`config.mk`:
```
export PLATFORM = sky130hd
export DESIGN_NAME = cam_pixel_pack_flat
export DESIGN_NICKNAME = d
export VERILOG_FILES = /design/src/rtl/cam_pkg.sv /design/src/rtl/cam_pixel_pack_if.sv /design/src/rtl/cam_sync_edge.sv /design/src/rtl/cam_pixel_pack.sv /design/src/flat_wrapper.sv
export SDC_FILE = /design/constraint.sdc
export NUM_CORES = 1
export LEC_CHECK = 0
export BUFFER_PORTS_ARGS = -buffer_cell sky130_fd_sc_hd__buf_2
export CAP_MARGIN = 0
export CORE_MARGIN = 5
export CORE_UTILIZATION = 60
export CTS_CLUSTER_DIAMETER = 50
export DETAILED_ROUTE_END_ITERATION = 10
export HOLD_SLACK_MARGIN = 0.02
export PLACE_DENSITY_LB_ADDON = 0.2
export SLEW_MARGIN = 20
export SYNTH_ARGS = -nofsm -noshare
export SYNTH_HDL_FRONTEND = slang
export SYNTH_SLANG_ARGS = --single-unit
```
`constraint.sdc`:
```
create_clock -name clk -period 5.4 [get_ports clk]
set_clock_uncertainty 0.2 [all_clocks]
set_input_delay 0.81 -clock clk [delete_from_list [all_inputs] [get_ports clk]]
set_output_delay 0.81 -clock clk [all_outputs]
set_load 0.03 [all_outputs]
```
`src/rtl/cam_pkg.sv`:
```
// Shared types and constants for the camera capture/pack stage.
// Used by the interface and the cam_pixel_pack top.
package cam_pkg;

    localparam int RGB_W       = 16;
    localparam int COORD_W     = 11;
    localparam int DEF_H_PIXEL = 640;
    localparam int DEF_V_PIXEL = 480;

    typedef enum logic [1:0] {
        IDLE = 2'd0,
        WAIT = 2'd1,
        RUN  = 2'd2
    } cap_state_t;

    // Coordinate counters stick at all-ones instead of wrapping.
    function automatic logic [COORD_W-1:0] sat_inc(input logic [COORD_W-1:0] v);
        return (v == '1) ? v : v + 1'b1;
    endfunction

endpackage

```
`src/rtl/cam_pixel_pack_if.sv`:
```
// Sensor DVP inputs and packed-pixel outputs of the capture stage.
// master = capture stage, slave = sensor model / downstream consumer.
interface cam_pixel_pack_if;
    import cam_pkg::*;

    logic               cam_vsync;
    logic               cam_href;
    logic [7:0]         cam_data;

    logic               frame_vsync;
    logic               frame_href;
    logic               frame_valid;
    logic [RGB_W-1:0]   frame_data;
    logic [COORD_W-1:0] xpos;
    logic [COORD_W-1:0] ypos;
    logic               frame_done;
    logic               size_err;

    modport master (
        input  cam_vsync, cam_href, cam_data,
        output frame_vsync, frame_href, frame_valid, frame_data,
               xpos, ypos, frame_done, size_err
    );

    modport slave (
        output cam_vsync, cam_href, cam_data,
        input  frame_vsync, frame_href, frame_valid, frame_data,
               xpos, ypos, frame_done, size_err
    );

endinterface

```
`src/rtl/cam_sync_edge.sv`:
```
// Registers the raw DVP inputs once and derives the vsync rising edge
// and href falling edge from the registered copies.
module cam_sync_edge (
    input  logic       clk,
    input  logic       rst,
    input  logic       cam_vsync,
    input  logic       cam_href,
    input  logic [7:0] cam_data,
    output logic       vsync_d0,
    output logic       href_d0,
    output logic [7:0] data_d0,
    output logic       vs_rise,
    output logic       href_fall
);

    logic vsync_d1;
    logic href_d1;

    always_ff @(posedge clk) begin
        if (rst) begin
            vsync_d0 <= 1'b0;
            vsync_d1 <= 1'b0;
            href_d0  <= 1'b0;
            href_d1  <= 1'b0;
            data_d0  <= 8'h00;
        end else begin
            vsync_d0 <= cam_vsync;
            vsync_d1 <= vsync_d0;
            href_d0  <= cam_href;
            href_d1  <= href_d0;
            data_d0  <= cam_data;
        end
    end

    assign vs_rise   = vsync_d0 & ~vsync_d1;
    assign href_fall = ~href_d0 & href_d1;

endmodule

```
`src/rtl/cam_pixel_pack.sv`:
```
// OV5640 DVP capture: skips the settling frames after capture_start, then
// packs byte pairs into RGB565 pixels with coordinates and a geometry check.
//
// state | meaning
// IDLE  | capture not allowed, counter cleared
// WAIT  | counting vsync rising edges while the sensor settles
// RUN   | output enabled until rst
module cam_pixel_pack
    import cam_pkg::*;
#(
    parameter int WAIT_FRAMES = 10,
    parameter int H_PIXEL     = DEF_H_PIXEL,
    parameter int V_PIXEL     = DEF_V_PIXEL
) (
    input  logic             clk,
    input  logic             rst,
    input  logic             capture_start,
    cam_pixel_pack_if.master bus
);

    localparam logic [3:0]         WAIT_TC = 4'(WAIT_FRAMES);
    localparam logic [COORD_W-1:0] H_TC    = COORD_W'(H_PIXEL);
    localparam logic [COORD_W-1:0] V_TC    = COORD_W'(V_PIXEL);

    logic       vsync_d0;
    logic       href_d0;
    logic [7:0] data_d0;
    logic       vs_rise;
    logic       href_fall;

    cam_sync_edge u_sync (
        .clk       (clk),
        .rst       (rst),
        .cam_vsync (bus.cam_vsync),
        .cam_href  (bus.cam_href),
        .cam_data  (bus.cam_data),
        .vsync_d0  (vsync_d0),
        .href_d0   (href_d0),
        .data_d0   (data_d0),
        .vs_rise   (vs_rise),
        .href_fall (href_fall)
    );

    cap_state_t state;
    cap_state_t state_nx;
    logic [3:0] wait_cnt;
    logic [3:0] wait_cnt_nx;

    always_ff @(posedge clk) begin
        if (rst) begin
            state    <= IDLE;
            wait_cnt <= 4'd0;
        end else begin
            state    <= state_nx;
            wait_cnt <= wait_cnt_nx;
        end
    end

    // The vs_rise that finds the counter already at WAIT_FRAMES opens frame 0.
    always_comb begin
        state_nx    = state;
        wait_cnt_nx = wait_cnt;
        unique case (state)
            IDLE: begin
                if (capture_start) state_nx = WAIT;
            end
            WAIT: begin
                if (!capture_start) begin
                    state_nx    = IDLE;
                    wait_cnt_nx = 4'd0;
                end else if (vs_rise) begin
                    if (wait_cnt == WAIT_TC) state_nx = RUN;
                    else                     wait_cnt_nx = wait_cnt + 4'd1;
                end
            end
            RUN: begin
                state_nx = RUN;
            end
            default: begin
                state_nx    = IDLE;
                wait_cnt_nx = 4'd0;
            end
        endcase
    end

    logic               run;
    logic               toggle;
    logic               pix_ready;
    logic [7:0]         hi_byte;
    logic [COORD_W-1:0] x_cnt;
    logic [COORD_W-1:0] y_cnt;
    logic [COORD_W-1:0] lines_seen;
    logic               line_bad;
    logic               frame_bad;

    logic               valid_q;
    logic [RGB_W-1:0]   data_q;
    logic [COORD_W-1:0] xpos_q;
    logic [COORD_W-1:0] ypos_q;
    logic               done_q;
    logic               err_q;

    assign run       = (state == RUN);
    assign pix_ready = href_d0 & toggle;

    // A line ending on the same cycle as vs_rise still counts toward the frame.
    assign lines_seen = href_fall ? sat_inc(y_cnt) : y_cnt;
    assign line_bad   = href_fall & ((x_cnt != H_TC) | toggle);
    assign frame_bad  = vs_rise & (lines_seen != V_TC);

    always_ff @(posedge clk) begin
        if (rst) begin
            toggle  <= 1'b0;
            hi_byte <= 8'h00;
            x_cnt   <= '0;
            y_cnt   <= '0;
            valid_q <= 1'b0;
            data_q  <= '0;
            xpos_q  <= '0;
            ypos_q  <= '0;
            done_q  <= 1'b0;
            err_q   <= 1'b0;
        end else begin
            toggle <= href_d0 ? ~toggle : 1'b0;
            if (href_d0 && !toggle) hi_byte <= data_d0;

            valid_q <= run & pix_ready;
            if (run && pix_ready) begin
                data_q <= {hi_byte, data_d0};
                xpos_q <= x_cnt;
                ypos_q <= y_cnt;
            end

            if (href_fall)      x_cnt <= '0;
            else if (pix_ready) x_cnt <= sat_inc(x_cnt);

            if (vs_rise)        y_cnt <= '0;
            else if (href_fall) y_cnt <= sat_inc(y_cnt);

            // State is still WAIT on the vs_rise that opens frame 0, so that
            // edge neither pulses frame_done nor checks a line count.
            done_q <= run & vs_rise;
            if (run && (line_bad || frame_bad)) err_q <= 1'b1;
        end
    end

    assign bus.frame_vsync = run & vsync_d0;
    assign bus.frame_href  = run & href_d0;
    assign bus.frame_valid = valid_q;
    assign bus.frame_data  = data_q;
    assign bus.xpos        = xpos_q;
    assign bus.ypos        = ypos_q;
    assign bus.frame_done  = done_q;
    assign bus.size_err    = err_q;

endmodule
```
`src/flat_wrapper.sv`:
```
// flat-port wrapper written by rule: the top's interface ports become plain ports
module cam_pixel_pack_flat import cam_pkg::*;
#(
    parameter int WAIT_FRAMES = 10,
    parameter int H_PIXEL     = DEF_H_PIXEL,
    parameter int V_PIXEL     = DEF_V_PIXEL
)
  (clk, rst, capture_start, bus_cam_vsync, bus_cam_href, bus_cam_data, bus_frame_vsync, bus_frame_href, bus_frame_valid, bus_frame_data, bus_xpos, bus_ypos, bus_frame_done, bus_size_err);
  cam_pixel_pack_if bus_i ();
  input  logic clk;
  input  logic rst;
  input  logic capture_start;
  input wire logic [$bits(bus_i.cam_vsync)-1:0] bus_cam_vsync;
  input wire logic [$bits(bus_i.cam_href)-1:0] bus_cam_href;
  input wire logic [$bits(bus_i.cam_data)-1:0] bus_cam_data;
  output wire logic [$bits(bus_i.frame_vsync)-1:0] bus_frame_vsync;
  output wire logic [$bits(bus_i.frame_href)-1:0] bus_frame_href;
  output wire logic [$bits(bus_i.frame_valid)-1:0] bus_frame_valid;
  output wire logic [$bits(bus_i.frame_data)-1:0] bus_frame_data;
  output wire logic [$bits(bus_i.xpos)-1:0] bus_xpos;
  output wire logic [$bits(bus_i.ypos)-1:0] bus_ypos;
  output wire logic [$bits(bus_i.frame_done)-1:0] bus_frame_done;
  output wire logic [$bits(bus_i.size_err)-1:0] bus_size_err;
  assign bus_i.cam_vsync = bus_cam_vsync;
  assign bus_i.cam_href = bus_cam_href;
  assign bus_i.cam_data = bus_cam_data;
  assign bus_frame_vsync = bus_i.frame_vsync;
  assign bus_frame_href = bus_i.frame_href;
  assign bus_frame_valid = bus_i.frame_valid;
  assign bus_frame_data = bus_i.frame_data;
  assign bus_xpos = bus_i.xpos;
  assign bus_ypos = bus_i.ypos;
  assign bus_frame_done = bus_i.frame_done;
  assign bus_size_err = bus_i.size_err;
  cam_pixel_pack #(.WAIT_FRAMES(WAIT_FRAMES), .H_PIXEL(H_PIXEL), .V_PIXEL(V_PIXEL)) u_core (.clk(clk), .rst(rst), .capture_start(capture_start), .bus(bus_i));
endmodule
```
* Word-level counts from Yosys, hierarchy flattened
Index checks and enable logic that the tools add are counted. Widths: inputs -> output; s select.
Word-level totals: memories kept 0, output and inout port bits 43, memory bits (writable) 0, logic and storage cells 70, bits in registers 90, input bits 13, memory bits (read-only) 0, latch bits 0
Operators by class: equal/unequal tests 11, reduce and logical (&&, ||, !) cells 13, bitwise gates (word level) 15, shifts and indexed selects 0, muxes and demuxes 11, add/sub/neg operators 3, divide/modulo/power cells 0, multiply operators 0, $lt $le $gt $ge 0
Operators with widths (count):
- $add 11x1->11 const B | 2
- $eq 11x11->1 const B | 2
- $mux 11 | 2
- $mux 4 | 3
- $ne 11x10->1 const B | 1
- $ne 11x9->1 const B | 1
- $and 1x1->1 | 9
- $mux 2 | 4
- $pmux 4 s2 | 1
- $reduce_or 2->1 | 4
- $ne 3x2->1 const B | 2
- $pmux 2 s3 | 1
- $reduce_and 3->1 | 2
- $not 1->1 | 5
- $add 4x1->4 const B | 1
- $eq 4x4->1 const B | 1
- $logic_and 1x1->1 | 3
- $ne 3x3->1 const B | 1
- $eq 2x1->1 const B | 1
- $eq 2x2->1 const B | 1
- $logic_not 2->1 | 1
- $ne 2x2->1 const B | 1
- $reduce_and 2->1 | 1
- $logic_not 1->1 | 1
- 2 further kinds | 2

* Depth between registers and ports, before layout
depth after elaboration 7, depth in mapped cells 7, mapped depth without buffers 7

* Cells and area by module
Synthesis repeated with hierarchy kept, for this count alone.
Unflattened totals: cell total of the unflattened synthesis 422, area, all modules 3565.9 um^2
Modules (own cells, without submodules):
- cam_pixel_pack | cells an instance 395, area an instance 3186.8 um^2, sequential area each 1561.5 um^2, times used 1
- cam_sync_edge | cells an instance 27, area an instance 379.1 um^2, sequential area each 240.2 um^2, times used 1

* Worst setup path before layout
OpenSTA, ideal clock, no wires.
path type input -> register, start input port rst, end register u_core.err_q (netlist: u_core.bus.size_err), arrival time 1.809 ns, required time 5.075 ns, path slack 3.266 ns, path buffers 1, stages on the path 5, setup time 0.125 ns, cells stage by stage buf_2 inv_1 a2111oi_2 o211ai_1 o41a_1
RTL lines:
- start: declaration | RTL line flat_wrapper.sv:11 | input logic rst;
- end signal: assignment | RTL line cam_pixel_pack.sv:122 | err_q <= 1'b0;
- end signal: assignment | RTL line cam_pixel_pack.sv:143 | if (run && (line_bad || frame_bad)) err_q <= 1'b1;
- end: declaration | RTL line cam_pixel_pack.sv:101 | logic err_q;

==> qor.yml <==
place_hpwl_um: 5010
syn_area_um2: 3540
critPathBufInv: 3
fin_nets: 495
fp.dieArea_um2: 7540
cts_root_buf: "clkbuf_8"
core_area_um2: 5820
crit_fanout: 69
combPwrFrac: 0.029
drc_errors: 0
syn_area_per_cell_um2: 8.19
via_count: 2967
die_w_um: 86.9
firstDrtPassIters: 4
routed_wl_um: 7240
cts-htree-levels: 3
drtIter0Drc: 183
clkPwrFrac: 0.392
p_sw_uw: 257
period_share: 0.457
clk_path_buf_depth: 2
pwr-share-seq: 0.579
path_cells: "buf_2 > buf_4 > inv_1 > a2111oi_2 > o211ai_1 > o41a_1"
post_cts.repair.setup_buffers: 0
die_h_um: 86.9
seq_area_um2: 1800
routedWlPerCell_um: 13.0
powerDensity_nw_per_um2: 289
r2r_slack_ps: 3100
r2r-start: "u_core.y_cnt[3]$_SDFF_PP0_"
path_clk_slew_ps: 90
clock_sinks: 90
slew_headroom: 0.551
final_util: 0.696
hold_buffers: 0
r2r-end: "u_core.bus.size_err$_SDFFE_PP0P_"
cp-endpoint: "u_core.bus.size_err$_SDFFE_PP0P_"
rsz0062_at_grt: "no"
critPathLaunchType: "input pin"
crit_type: "input pin to flip-flop"
worstPathRequired_ps: 5430
synth_warnings: 0
crit_path_start: "rst"
ios: 56
start_util: 0.610
insertion_delay_ps: 340
cp_top_family: "compound AO/OA/AOI/OAI gates"
cts_inserted_buffers: 9
grt_usage: 0.200
hold_class: "flip-flop to flip-flop"
irDropWorstVdd_uv: 188
worstSetupEndpointType: "flip-flop"
p_leak_nw: 1.54
cts_tree: "done"
status: "complete, no violations"
grt_max_degree: 70
io_buffers: 55
synth-seq-area-share: 0.508
cts_resized: 0
worstMarginPinSlew_ps: 674
syn_inst: 433
p_int_uw: 912
slew_viol_final: 0
worst_path_max_delay_cell: "buf_4"
crit_arrival_ps: 2490
synth-seq-cells: 90
gp_congestion: 0.894
hold_violations: 0
fmax_mhz: 405
multiInputGateArea_um2: 1610
max_stage_delay_ps: 530
r2r_cells: 5
fin_tns_setup_ps: 0
syn_nets: 451
grt_overflow: 0
setup_viol_count_final: 0
syn_to_final_growth_pct: 14.1
viasPerCell: 5.33
maxCapViolations: 0
swShare: 0.220
antenna_found_initial: 0
insertedDiodeCount: 0
nFillCells: 497
period_needed_ps: 2470
first_global_vias: 2767
ant_nets: 0
synthDistinctLibCells: 38
cp.depth: 6
grt_pass1_wl_um: 12200
post_route_cells_drive_above_1_share: 0.166
rows: 28
==> final cells by class <==
type / count / share of cell area
sequential: 90 / 0.445
clock inverter: 5 / 0.0158
multi-input combinational: 308 / 0.397
inverter: 9 / 0.00835
timing repair buffer: 59 / 0.0755
tap: 75 / 0.0232
clock buffer: 11 / 0.0350
==> per-stage QoR <==
| step | hold WS [ps] | std cells | power, mW | setup WS, ps | instance area [um^2] |
|---|---|---|---|---|---|
| floorplan | 232 | 433 | 0.716 | 3270 | 3540 |
| global placement | 240 | 541 | 0.725 | 2590 | 3840 |
| detailed placement | 245 | 541 | 0.726 | 2560 | 3840 |
| CTS | 257 | 557 | 1.18 | 2920 | 4050 |
| global route | 267 | 557 | 1.21 | 2770 | 4050 |
| finish | 253 | 557 | 1.17 | 2930 | 4050 |
==> power groups by stage <==
| stage | clock, mW | combinational, mW | sequential (mW) |
|---|---|---|---|
| after floorplan | 0 | 0.0252 | 0.690 |
| after global placement | 0 | 0.0332 | 0.692 |
| after detailed placement | 0 | 0.0335 | 0.692 |
| after CTS | 0.469 | 0.0336 | 0.677 |
| after global routing | 0.496 | 0.0378 | 0.678 |
| final | 0.459 | 0.0336 | 0.677 |
==> cell usage after synthesis <==
library cell / n / area, um^2
nand2_1: 109 / 409
dfxtp_1: 90 / 1800
a21oi_1: 61 / 305
nor2_1: 28 / 105
nor2b_1: 17 / 106
clkbuf_1: 16 / 60.1
xnor2_1: 11 / 96.3
nor3_1: 10 / 50.1
o21ai_0: 10 / 50.1
inv_1: 9 / 33.8
nand3_1: 9 / 45.0
buf_2: 6 / 30.0
nor4_1: 6 / 37.5
and3_1: 5 / 31.3
ha_1: 5 / 62.6
nand2b_1: 5 / 31.3
nand4_1: 5 / 31.3
a31oi_1: 3 / 18.8
and2_1: 3 / 18.8
buf_1: 3 / 11.3
and3b_1: 2 / 17.5
mux2i_1: 2 / 20.0
nor4_2: 2 / 25.0
xor2_1: 2 / 17.5
a2111oi_2: 1 / 15.0
a22oi_1: 1 / 7.51
clkbuf_2: 1 / 5.00
nand3b_1: 1 / 7.51
nand4b_1: 1 / 8.76
nor3b_1: 1 / 7.51
nor4b_4: 1 / 23.8
o211ai_1: 1 / 7.51
o21bai_1: 1 / 7.51
o22ai_1: 1 / 6.26
o41a_1: 1 / 11.3
or3_1: 1 / 6.26
or3_2: 1 / 7.51
or4_1: 1 / 7.51
==> worst min-delay path: cells and delay by family, from the launching register on <==
family | cells | cell delay [ps]
AO/OA/AOI/OAI | 1 | 50
AND/OR/NAND/NOR | 1 | 50
flip-flops | 1 | 310
==> layer usage <==
layer  routed length, um  GRT usage  up-vias
li1                    -          -     1535
met1                3320      0.248     1367
met2                3490      0.340       56
met3                 316     0.0378        9
met4                 108     0.0836        0
met5                   0          0        -
==> cells by family (layout without fill, tap and decap cells) <==
| kind of cell | after synthesis | after routing | share of synthesized area |
|---|---|---|---|
| DFF | 90 | 90 | 0.508 |
| xor gates and xnor gates | 13 | 13 | 0.0321 |
| buffers and inverters | 35 | 84 | 0.0395 |
| adders and majority gates | 5 | 5 | 0.0176 |
| AOI/OAI and AO/OA | 80 | 80 | 0.121 |
| muxes | 2 | 2 | 0.00565 |
| and+or+nand+nor | 208 | 208 | 0.276 |
==> sequential cells by signal, summed over array words and instances (netlist names), 2 cells and up <==
| name | flops |
|---|---|
| u_core.bus.frame_data | 16 |
| u_core.bus.xpos | 11 |
| u_core.bus.ypos | 11 |
| u_core.hi_byte | 8 |
| u_core.state | 2 |
| u_core.u_sync.data_d0 | 8 |
| u_core.wait_cnt | 4 |
| u_core.x_cnt | 11 |
| u_core.y_cnt | 11 |
==> worst min path at each step <==
| stage | endpoint | start | slack (ps) | cells after the start |
|---|---|---|---|---|
| after global routing | u_core.hi_byte[5]$_SDFFE_PP0P_ | u_core.u_sync.data_d0[5]$_SDFF_PP0_ | 270 | 2 |
| after detailed placement | u_core.bus.frame_data[7]$_SDFFE_PP0P_ | u_core.bus.frame_data[7]$_SDFFE_PP0P_ | 240 | 2 |
| after CTS | u_core.bus.frame_data[7]$_SDFFE_PP0P_ | u_core.bus.frame_data[7]$_SDFFE_PP0P_ | 260 | 2 |
| after global placement | u_core.hi_byte[7]$_SDFFE_PP0P_ | u_core.u_sync.data_d0[7]$_SDFF_PP0_ | 240 | 2 |
| final | u_core.bus.frame_data[14]$_SDFFE_PP0P_ | u_core.bus.frame_data[14]$_SDFFE_PP0P_ | 250 | 2 |
| after floorplan | u_core.hi_byte[0]$_SDFFE_PP0P_ | u_core.u_sync.data_d0[0]$_SDFF_PP0_ | 230 | 2 |
==> cell usage in the layout, fill, tap and decap left out, types with 5 or more instances in the layout <==
| cell | synthesis | final |
|---|---|---|
| nor3_1 | 10 | 10 |
| buf_2 | 6 | 55 |
| nor2_1 | 28 | 27 |
| nand4_1 | 5 | 5 |
| xnor2_1 | 11 | 11 |
| clkbuf_8 | 0 | 10 |
| nand3_1 | 9 | 9 |
| nand2_1 | 109 | 109 |
| o21ai_0 | 10 | 10 |
| a21oi_1 | 61 | 61 |
| ha_1 | 5 | 5 |
| and3_1 | 5 | 5 |
| nand2b_1 | 5 | 5 |
| inv_1 | 9 | 9 |
| dfxtp_1 | 90 | 90 |
| nor2b_1 | 17 | 17 |
| nor4_1 | 6 | 6 |
No activity file was read; power rests on OpenSTA's default activity.
